===== src/rtl/alu_mc.sv =====
// Multi-cycle ALU: 8 ops with a start/busy/done handshake and a bit-serial mod unit.
// Define ALU_OVF_EN to add the signed-overflow output for add/sub.
module alu_mc #(
  parameter int WIDTH = 32,
  parameter int CNT_W = $clog2(WIDTH) + 1
) (
  input  logic             clk,
  input  logic             reset,
  input  logic             start,
  input  logic [2:0]       sel,
  input  logic [WIDTH-1:0] a,
  input  logic [WIDTH-1:0] b,
  output logic             busy,
  output logic             done,
  output logic [WIDTH-1:0] result,
  output logic             zero_bit
`ifdef ALU_OVF_EN
  , output logic           overflow
`endif
);

  typedef enum logic [1:0] {IDLE, EXEC, MOD_RUN, FIN} state_t;

  state_t           state_q, state_d;
  logic [WIDTH-1:0] a_q, a_d, b_q, b_d;
  logic [2:0]       sel_q, sel_d;
  logic [WIDTH:0]   rem_q, rem_d;
  logic [WIDTH-1:0] dvd_q, dvd_d;
  logic [CNT_W-1:0] cnt_q, cnt_d;
  logic [WIDTH-1:0] res_q, res_d;
  logic             zero_q, zero_d;
`ifdef ALU_OVF_EN
  logic             ovf_q, ovf_d;
  logic             ovf_op;
`endif

  logic [WIDTH-1:0] sum, diff, op_res, rest;

  always_comb begin
    sum  = a_q + b_q;
    diff = a_q - b_q;
    op_res = a_q;
    unique case (sel_q)
      3'd0: op_res = a_q & b_q;
      3'd1: op_res = a_q | b_q;
      3'd2: op_res = a_q ^ b_q;
      3'd3: op_res = ~(a_q | b_q);
      3'd4: op_res = {{(WIDTH-1){1'b0}},
                      $signed(a_q) < $signed(b_q)};
      3'd5: op_res = sum;
      3'd6: op_res = diff;
      3'd7: op_res = a_q;
      default: op_res = a_q;
    endcase
  end

`ifdef ALU_OVF_EN
  always_comb begin
    ovf_op = 1'b0;
    if (sel_q == 3'd5)
      ovf_op = (a_q[WIDTH-1] == b_q[WIDTH-1]) &&
               (sum[WIDTH-1] != a_q[WIDTH-1]);
    else if (sel_q == 3'd6)
      ovf_op = (a_q[WIDTH-1] != b_q[WIDTH-1]) &&
               (diff[WIDTH-1] != a_q[WIDTH-1]);
  end
`endif

  // rem_q holds the shifted partial remainder; subtract b when it fits.
  always_comb begin
    rest = rem_q[WIDTH-1:0];
    if (rem_q >= {1'b0, b_q})
      rest = WIDTH'(rem_q - {1'b0, b_q});
  end

  always_comb begin
    state_d = state_q;
    a_d     = a_q;
    b_d     = b_q;
    sel_d   = sel_q;
    rem_d   = rem_q;
    dvd_d   = dvd_q;
    cnt_d   = cnt_q;
    res_d   = res_q;
    zero_d  = zero_q;
`ifdef ALU_OVF_EN
    ovf_d   = ovf_q;
`endif
    busy = (state_q == EXEC) || (state_q == MOD_RUN);
    done = (state_q == FIN);
    unique case (state_q)
      IDLE, FIN: begin
        state_d = IDLE;
        if (start) begin
          a_d   = a;
          b_d   = b;
          sel_d = sel;
          if (sel == 3'd7 && b != '0) begin
            state_d = MOD_RUN;
            rem_d   = {{WIDTH{1'b0}}, a[WIDTH-1]};
            dvd_d   = a << 1;
            cnt_d   = CNT_W'(WIDTH);
          end else begin
            state_d = EXEC;
          end
        end
      end
      EXEC: begin
        state_d = FIN;
        res_d   = op_res;
        zero_d  = (op_res == '0);
`ifdef ALU_OVF_EN
        ovf_d   = ovf_op;
`endif
      end
      MOD_RUN: begin
        if (cnt_q == '0) begin
          state_d = FIN;
          res_d   = rem_q[WIDTH-1:0];
          zero_d  = (rem_q[WIDTH-1:0] == '0);
`ifdef ALU_OVF_EN
          ovf_d   = 1'b0;
`endif
        end else begin
          cnt_d = cnt_q - 1'b1;
          dvd_d = dvd_q << 1;
          if (cnt_q == CNT_W'(1))
            rem_d = {1'b0, rest};
          else
            rem_d = {rest, dvd_q[WIDTH-1]};
        end
      end
      default: state_d = IDLE;
    endcase
  end

  always_ff @(posedge clk or posedge reset) begin
    if (reset) begin
      state_q <= IDLE;
      a_q     <= '0;
      b_q     <= '0;
      sel_q   <= '0;
      rem_q   <= '0;
      dvd_q   <= '0;
      cnt_q   <= '0;
      res_q   <= '0;
      zero_q  <= 1'b1;
`ifdef ALU_OVF_EN
      ovf_q   <= 1'b0;
`endif
    end else begin
      state_q <= state_d;
      a_q     <= a_d;
      b_q     <= b_d;
      sel_q   <= sel_d;
      rem_q   <= rem_d;
      dvd_q   <= dvd_d;
      cnt_q   <= cnt_d;
      res_q   <= res_d;
      zero_q  <= zero_d;
`ifdef ALU_OVF_EN
      ovf_q   <= ovf_d;
`endif
    end
  end

  assign result   = res_q;
  assign zero_bit = zero_q;
`ifdef ALU_OVF_EN
  assign overflow = ovf_q;
`endif

endmodule


===== config.mk =====
export PLATFORM = sky130hd
export DESIGN_NAME = alu_mc
export DESIGN_NICKNAME = d
export VERILOG_FILES = /design/src/rtl/alu_mc.sv
export SDC_FILE = /design/constraint.sdc
export NUM_CORES = 1
export LEC_CHECK = 0
export BUFFER_PORTS_ARGS = -buffer_cell sky130_fd_sc_hd__buf_2
export CORE_ASPECT_RATIO = 2
export CORE_MARGIN = 10
export CORE_UTILIZATION = 60
export DETAILED_ROUTE_END_ITERATION = 16
export GPL_TIMING_DRIVEN = 0
export PLACE_DENSITY = 0.79
export SLEW_MARGIN = 25
export SYNTH_ARGS = -nofsm -noshare
export SYNTH_HDL_FRONTEND = slang
export SYNTH_SLANG_ARGS = --single-unit

===== constraint.sdc =====
create_clock -name clk -period 7.3 [get_ports clk]
set_clock_uncertainty 0.2 [all_clocks]
set_input_delay 1.46 -clock clk [delete_from_list [all_inputs] [get_ports clk]]
set_output_delay 1.46 -clock clk [all_outputs]
set_load 0.02 [all_outputs]

==> results_dict.tcl <==
set metrics [dict create \
    synth_fp_nets 2160 \
    nFillCells 2243 \
    grt_util_all_layers_pct 40.5 \
    ff2ff_path_depth 14 \
    synth-edff-count 0 \
    drt_pass1_iterations 8 \
    synthSimpleGateAreaFrac_pct 17.8 \
    postCtsHoldBufs 0 \
    hold_viol_final 0 \
    ant_nets 0 \
    yosys_most_used_dff "dfrtp_1" \
    nets 2285 \
    cts_max_level 4 \
    cts_buffer_depth 2 \
    avgSynthCellArea_sq_um 8.18 \
    grt_start_max_net_pins 101 \
    path_cells "buf_2, nor4_1, nand4_1, o2111ai_1, o21ai_0, nor2b_1, clkbuf_1, nand2_1, o21ai_0, clkbuf_1, a22oi_1, o21ai_0" \
    path_max_fanout 10 \
    post-route-min-period_ns 5.91 \
    synth.top_cell.area_share_pct 26.9 \
    wire_per_inst_um 28.9 \
    yosys.area.top_type "dfrtp_1" \
    viasPerCell 7.08 \
    placementRows 84 \
    synth-compound-area-share_pct 25.8 \
    yosysUniqueCellTypes 90 \
    yosysWarnings 0 \
    tightest_slew_ns 1.25 \
    final_common_cell "nand2_1" \
    ys_ff_latch 172 \
    ctsResizeCount 0 \
    slew_headroom_pct 14.8 \
    min_from "result[3]" \
    cts.sinks 172 \
    fin_crit_sh_pct 80.9 \
    tritoncts "yes" \
    cp_common_cell "o21ai_0" \
    synthArstFlopShare_pct 100 \
    io_pins 105 \
    grt-ovfl-total 0 \
    fin_setup_tns_ns 0 \
    gp_congestion 1.08 \
    synthMuxAreaShare_pct 9.51 \
    fmax_mhz 169 \
    synthAdderAreaFrac_pct 11.8 \
    worstSetupEndpointType "flip-flop" \
    vias 17200 \
    maxCapViolations 0 \
    wl_mm 70.0 \
    drc 0 \
    setup_ws_ns 1.39 \
    syn_area_sq_mm 0.0159 \
    dpl_worst_slack_ns 1.45 \
    layout_common_cells "197 x nand2_1, 171 x dfrtp_1, 160 x nor2_1" \
    grt_first_pass_wirelength_mm 103 \
    drt_iter0_drc 2147 \
    drive_gt1_share_pct 12.7 \
    min_path_cells 2 \
    numPortBuffers 104 \
    start_util_pct 60.7 \
    rr_startpoint "b_q[1]" \
    synth_top_family_by_area "compound AO/OA/AOI/OAI gates" \
    hold_path.class "flip-flop to flip-flop" \
    clockRootBuffer "clkbuf_16" \
    dpl.hpwl_mm 54.0 \
    finalSetupViolCount 0 \
    synthTopCellsByArea "dfrtp_1 27%, ha_1 11%, mux2_2 5.0%, nand2_1 4.7%, a21oi_1 4.6%" \
    worstSetupPathType "input pin to flip-flop" \
    ys_seq_area_share_pct 27.1 \
    crit_path_max_incr_delay_ns 0.75 \
    cts_buffers 17 \
    status "finished, final reports clean" \
    synth_xor_xnor_area_share_pct 2.04 \
    cp-start-kind "input pin" \
    dieHeight_um 250 \
    die_area_sq_mm 0.0338 \
    path_clk_slew_ns 0.08 \
    antenna_found_initial 2 \
    core-area_sq_mm 0.0262 \
    rsz0062_at_grt "no" \
    clkLatencyLatePin_ns 0.48 \
    slew_viol_final 0 \
    startpoint "b[7]" \
    critical_path_arrival_ns 6.03 \
    grt_pass1_vias 17400 \
    critPathRequiredTime_ns 7.42 \
    chipWidth_um 135 \
    slowest_stage "o2111ai_1" \
    postCtsSetupBuffers 0 \
    syn2layout_area_growth_pct 10.0 \
    synthCells 1942 \
]
-- registers in the layout, summed over array words and instances, names as in the netlist --
signal / flops
cnt_q: 6
state_q: 2
b_q: 32
rem_q: 33
a_q: 32
sel_q: 3
dvd_q: 31
result: 32
zero_bit: 1
-- worst max-delay path, delay by kind of cell --
kind / cells / cell delay (ns)
AO/OA/AOI/OAI: 5 / 1.90
buffers and inverters: 3 / 0.73
AND/OR/NAND/NOR: 4 / 1.91
-- per-stage QoR --
stage / util [%] / std cells / cell area, sq um / hold WS [ns]
3_3_place_gp: 64.3 / 2390 / 16800 / 0.260
4_1_cts: 66.7 / 2424 / 17500 / 0.284
2_1_floorplan: - / 1942 / 15900 / 0.249
3_5_place_dp: 64.5 / 2392 / 16900 / 0.267
6_report: 66.8 / 2426 / 17500 / 0.282
5_1_grt: 66.8 / 2424 / 17500 / 0.319
-- layer usage --
metal  global-route usage [%]  vias to the layer above  part of all wire [%]
li1                         -                     7363                     -
met1                     40.2                     8126                    31
met2                     68.3                     1226                    49
met3                     9.54                      464                   9.3
met4                     36.2                        0                    11
met5                    0.154                        -                     0
-- cells by family (layout without fill, tap and decap cells) --
kind of cell,count (synthesis),count (layout)
and+or+nand+nor,600,600
DFF,172,172
AOI/OAI and AO/OA,603,603
other,0,2
xor gates and xnor gates,37,37
buffers and inverters,240,378
muxes,142,142
adders and majority gates,148,148
-- synthesized netlist by cell type (6+ instances only) --
| cell | number |
|---|---|
| nand2_1 | 197 |
| dfrtp_1 | 171 |
| nor2_1 | 160 |
| a21oi_1 | 146 |
| ha_1 | 145 |
| inv_1 | 119 |
| o21ai_0 | 115 |
| clkbuf_1 | 86 |
| mux2i_1 | 71 |
| mux2_2 | 70 |
| nor3_1 | 41 |
| nand3_1 | 34 |
| a31oi_1 | 33 |
| a21o_1 | 31 |
| nor2b_1 | 31 |
| xnor2_1 | 31 |
| a211oi_1 | 30 |
| nor4_1 | 26 |
| nand2b_1 | 25 |
| o221ai_1 | 24 |
| o22ai_1 | 21 |
| o211ai_1 | 19 |
| nand4_1 | 18 |
| o31ai_1 | 18 |
| buf_2 | 17 |
| a222oi_1 | 14 |
| o21bai_1 | 13 |
| and3_1 | 12 |
| o21a_1 | 12 |
| a221oi_1 | 11 |
| a22oi_1 | 11 |
| and2_1 | 10 |
| or2_2 | 9 |
| o22a_1 | 8 |
| or3_1 | 8 |
| a21boi_0 | 7 |
| a221o_1 | 7 |
| a311oi_1 | 7 |
| buf_1 | 6 |
| or4_1 | 6 |
| xor2_1 | 6 |
-- cell type report --
type | instances | area (sq um) | area share [%]
Tap cell | 344 | 430 | 2.46
Timing Repair Buffer | 106 | 556 | 3.18
Sequential cell | 172 | 4310 | 24.6
Inverter | 124 | 473 | 2.71
Multi-Input combinational cell | 1530 | 10600 | 60.9
Clock inverter | 15 | 159 | 0.909
Clock buffer | 17 | 425 | 2.43
Buffer | 116 | 490 | 2.81
Antenna cell | 2 | 5.00 | 0.0286
-- final timing paths --
| kind | to | slack [ns] |
|---|---|---|
| hold reg to reg | result[3] | 0.28 |
| setup / recovery | rem_q[10] | 1.39 |
| hold / removal | result[3] | 0.28 |
| setup reg to reg | rem_q[18] | 1.45 |
| min in group asynchronous | rem_q[7] | 0.83 |
| max in group asynchronous | dvd_q[22] | 5.12 |
Power is left out: the tool's default activity adds up to more than one toggle a clock period on the data nets, which glitch-free logic cannot reach.
